--- config.mk ---
export PLATFORM = sky130hd
export DESIGN_NAME = keccak_squeeze
export DESIGN_NICKNAME = d
export VERILOG_FILES = /design/src/rtl/keccak_squeeze.sv
export SDC_FILE = /design/constraint.sdc
export NUM_CORES = 2
export LEC_CHECK = 0
export CORE_AREA = 2 2 653 655
export DETAILED_ROUTE_END_ITERATION = 10
export DIE_AREA = 0 0 655 657
export DONT_BUFFER_PORTS = 1
export GPL_ROUTABILITY_DRIVEN = 0
export SLEW_MARGIN = 20
export SYNTH_ARGS = -nofsm -noshare
export SYNTH_HDL_FRONTEND = slang
export SYNTH_SLANG_ARGS = --single-unit
--- constraint.sdc ---
create_clock -name clk -period 2.5 [get_ports clk]
set_input_delay 0.5 -clock clk [delete_from_list [all_inputs] [get_ports clk]]
set_output_delay 0.5 -clock clk [all_outputs]
set_load 0.005 [all_outputs]
--- src/rtl/keccak_squeeze.sv ---
`default_nettype none
// ============================================================================
// Module      : keccak_squeeze
// Description : Squeeze stage of the Keccak core. Snapshots a permuted state,
//               streams its rate lanes as 64-bit words and asks for more
//               permutations when the digest outgrows the rate.
// Revision    : 1.0 - initial release
// ============================================================================
module keccak_squeeze #(
    parameter int RATE_LANES = 17,
    parameter int OUT_LANES  = 4
) (
    input  logic                   clk,
    input  logic                   rst,
    input  logic                   state_valid,
    output logic                   state_ready,
    input  logic [4:0][4:0][63:0]  state_in,
    output logic                   perm_req,
    input  logic                   perm_done,
    output logic                   out_valid,
    input  logic                   out_ready,
    output logic [63:0]            out_data,
    output logic                   out_last,
    output logic                   busy
);

    localparam int              WCW         = $clog2(OUT_LANES + 1);
    localparam logic [1:0]      c_IDLE      = 2'd0;
    localparam logic [1:0]      c_EMIT      = 2'd1;
    localparam logic [1:0]      c_PERM      = 2'd2;
    localparam logic [4:0]      c_LAST_LANE = 5'(RATE_LANES - 1);
    localparam logic [WCW-1:0]  c_LAST_WORD = WCW'(OUT_LANES - 1);

    logic [1:0]              r_state;
    logic [4:0]              r_lane_idx;
    logic [2:0]              r_x;
    logic [2:0]              r_y;
    logic [WCW-1:0]          r_word_cnt;
    logic [4:0][4:0][63:0]   r_snap;
    logic                    w_last_word;

    // r_x/r_y track lane_idx%5 and lane_idx/5 so no divider is needed
    assign w_last_word = (r_word_cnt == c_LAST_WORD);
    assign state_ready = (r_state == c_IDLE);
    assign busy        = (r_state != c_IDLE);
    assign out_valid   = (r_state == c_EMIT);
    assign perm_req    = (r_state == c_PERM);
    assign out_last    = (r_state == c_EMIT) && w_last_word;
    assign out_data    = r_snap[r_x][r_y];

    always_ff @(posedge clk) begin
        if (rst) begin
            r_state    <= c_IDLE;
            r_lane_idx <= '0;
            r_x        <= '0;
            r_y        <= '0;
            r_word_cnt <= '0;
            r_snap     <= '0;
        end else begin
            case (r_state)
                c_IDLE: begin
                    if (state_valid) begin
                        r_snap     <= state_in;
                        r_lane_idx <= '0;
                        r_x        <= '0;
                        r_y        <= '0;
                        r_word_cnt <= '0;
                        r_state    <= c_EMIT;
                    end
                end
                c_EMIT: begin
                    if (out_ready) begin
                        if (w_last_word) begin
                            r_state <= c_IDLE;
                        end else begin
                            r_word_cnt <= r_word_cnt + 1'b1;
                            if (r_lane_idx == c_LAST_LANE) begin
                                r_state <= c_PERM;
                            end else begin
                                r_lane_idx <= r_lane_idx + 5'd1;
                                if (r_x == 3'd4) begin
                                    r_x <= '0;
                                    r_y <= r_y + 3'd1;
                                end else begin
                                    r_x <= r_x + 3'd1;
                                end
                            end
                        end
                    end
                end
                c_PERM: begin
                    if (perm_done) begin
                        r_snap     <= state_in;
                        r_lane_idx <= '0;
                        r_x        <= '0;
                        r_y        <= '0;
                        r_state    <= c_EMIT;
                    end
                end
                default: r_state <= c_IDLE;
            endcase
        end
    end

endmodule
`default_nettype wire

==> impl_metrics.csv <==
group,metric,value,unit
grt,grt_pass1_wl,691000,um
sta,fin_crit,3.99,ns
floorplanning,initial_utilization,16.4,%
yosys,syn_area,69200,sq um
finish,fin_nets,12200,
yosys,ys_ff_latch,1616,
grt,grt_util_all_layers,24.1,%
yosys,synth_enable_flop_cells,0,
routing,final_antenna_net_count,0,
routing,via_per_inst,4.62,
clock_tree,cts_buffers,196,
min_path,worstHoldPathType,"in2reg",
clock_tree,clock_sinks,1616,
yosys,ys_types,49,
power,clkPwrFrac,42.1,%
finish,layout.cells.non_filler,16800,
finish,syn_to_final_growth,59.6,%
setup_path,rrSetupSlack,0.06,ns
place,hpwl,447000,um
sta,worst_pin_slew,1.41,ns
yosys,syn_inst,8610,
finish,final_common_cell,"nand2_1",
floorplanning,io_pins,1674,
routing,vias,77700,
power,ir_drop,0.541,mV
power,p_int,51.4,mW
finish,multi_input_area,36100,sq um
finish,final_area,110000,sq um
power,switching_power,22.7,mW
routing,drtIter0Drc,9832,
place,place_area,82000,sq um
sta,setup_slack,-1.49,ns
yosys,syn-num-nets,10200,
grt,grt_pass1_vias,72500,
routing,finalWirelength,547000,um
setup_path,cp-end-kind,"output port",
grt,grt_overflow,0,
grt,antenna_found_initial,567,
floorplanning,die_w,655,um
power,power_frac_comb,19.3,%
power,power_density,670,nW/um^2
sta,rsz0062_at_grt,"yes",
power,switching_share,30.6,%
floorplanning,core,423000,sq um
clock_tree,htreeDepth,4,
sta,final-hold-violation-count,0,
power,power,74.1,mW
finish,seq_area,32400,sq um
sta,fin_setup_tns,-78.39,ns
grt,grt_max_degree,258,
setup_path,worstPathArrival,3.49,ns
setup_path,worst-path-max-fanout,22,
sta,drv_slew,0,
yosys,syn_avg_cell_area,8.04,sq um
yosys,async_flop_share,0,%
clock_tree,clk_pin_slew,0.06,ns
floorplanning,dieArea,430000,sq um
outcome,status,"complete, but fails checks",
finish,final.fill_count,45100,
power,power_leakage,39.4,nW
run,cap_violations,0,
sta,fin_crit_sh,159,%
sta,slew_headroom,6.27,%
floorplanning,num_rows,239,
clock_tree,clock_tree.buffer_depth,4,
setup_path,worstPathRequired,2.00,ns
finish,drive_gt1_share,16.5,%
yosys,ys_seq_area_share,46.7,%
routing,wl_per_cell,32.5,um
routing,first_pass_iters,9,
sta,max_freq,251,MHz
finish,mostFrequentLayoutCells,"nand2_1 (3202), dlygate4sd3_1 (1625), a21oi_1 (1614), dfxtp_1 (1609), buf_4 (560)",
sta,timing.hold.ws,0.0200,ns
place,place_inst,14400,
setup_path,start_kind,"flop",
floorplanning,die_y,657,um
place,port_buffers,0,
yosys,synth_top_flop_cell,"dfxtp_1",
outcome,violations,"setup timing",
setup_path,critPathKind,"reg2out",
power,sequentialPowerShare,38.6,%
sta,finalSetupViolations,64,
sta,finalClockSkew,0.0791,ns
yosys,yosysWarnings,0,
clock_tree,insertion_delay,0.96,ns
clock_tree,cts_tree,"built",
routing,drcViolationCount,0,
clock_tree,cts-root-buf,"clkbuf_16",
area by class of cell:
cell class | count | area share (%)
inverter | 13 | 0.0464
clock buffer | 260 | 4.98
multi-input combinational | 6243 | 32.7
clock inverter | 97 | 1.22
timing repair buffer | 2543 | 24.4
antenna | 407 | 0.922
tap | 5663 | 6.41
sequential | 1616 | 29.3
final timing paths:
check                                start                         to  cells past startpoint
setup / recovery       r_x[0]$_SDFFE_PP0P_                out_data[5]                      7
hold / removal                         rst  r_snap[1331]$_SDFFE_PP0P_                      2
setup reg to reg   r_state[1]$_SDFFE_PP0P_  r_snap[1385]$_SDFFE_PP0P_                      8
hold reg to reg   r_snap[111]$_SDFFE_PP0P_   r_snap[111]$_SDFFE_PP0P_                      2
worst max-delay path, cell delays in order (launching register included):
cell	delay, ns
dfxtp_4	0.45
buf_12	0.26
mux2i_1	0.69
a22oi_1	0.40
nand3_1	0.26
buf_12	0.17
o311ai_2	0.13
buf_4	0.20
metal layers:
layer,global-route usage (%),vias to the layer above,part of all wire (%)
li1,-,33500,-
met1,27.7,37300,37
met2,38.4,5110,44
met3,6.86,1616,9.8
met4,16.6,202,9.0
met5,0.0112,-,0.24
flip-flops by register name, summed over array words and instances (netlist names):
signal      flops
r_y             3
r_snap       1600
r_state         2
r_x             3
r_lane_idx      5
r_word_cnt      3
power by group through the flow:
stage	Combinational (mW)	Sequential [mW]	Clock, mW
2_1_floorplan	5.23	28.5	0
3_3_place_gp	9.98	29.0	0
3_5_place_dp	10.1	29.0	0
4_1_cts	13.8	28.5	31.6
5_1_grt	14.9	28.7	32.6
6_report	14.3	28.6	31.2
metrics by stage:
step	utilization (%)	setup WS (ns)
3_5_place_dp	19.4	-1.17
3_3_place_gp	19.4	-1.14
6_report	26.1	-1.49
2_1_floorplan	-	0.297
4_1_cts	25.5	-1.39
5_1_grt	26.1	-1.38
synthesized netlist by cell type, drive strengths merged, types with 67 or more instances:
master  count  area share, %
o21ai      73           0.53
dfxtp    1616             47
mux2i     519            7.5
and2       67           0.61
nand2    3203             17
mux4      126            4.1
nor2      138           0.75
nand3      69           0.50
clkbuf    414            2.2
buf       324            3.1
a21oi    1615             12
a22oi     128            1.4
what timing repair did:
action	in CTS	in global routing
gates resized for setup	362	274
endpoints found under the hold margin	1605	24
cloned	15	8
pin swaps	59	69
buffers inserted	35	39
endpoints found under the setup margin	274	89
hold buffers	1625	1
logic make-up (layout without fill, tap and decap cells):
logic type / after synthesis / in the layout / synth area share (%)
compound gates: 2083 / 2083 / 16.6
fa+ha+maj: 7 / 7 / 0.126
buf+inv: 751 / 2913 / 5.39
flops: 1616 / 1616 / 46.7
mux: 646 / 646 / 11.6
other cells: 0 / 407 / 0
simple gates: 3507 / 3507 / 19.5
Note: power is estimated with default switching activity, not from simulation.
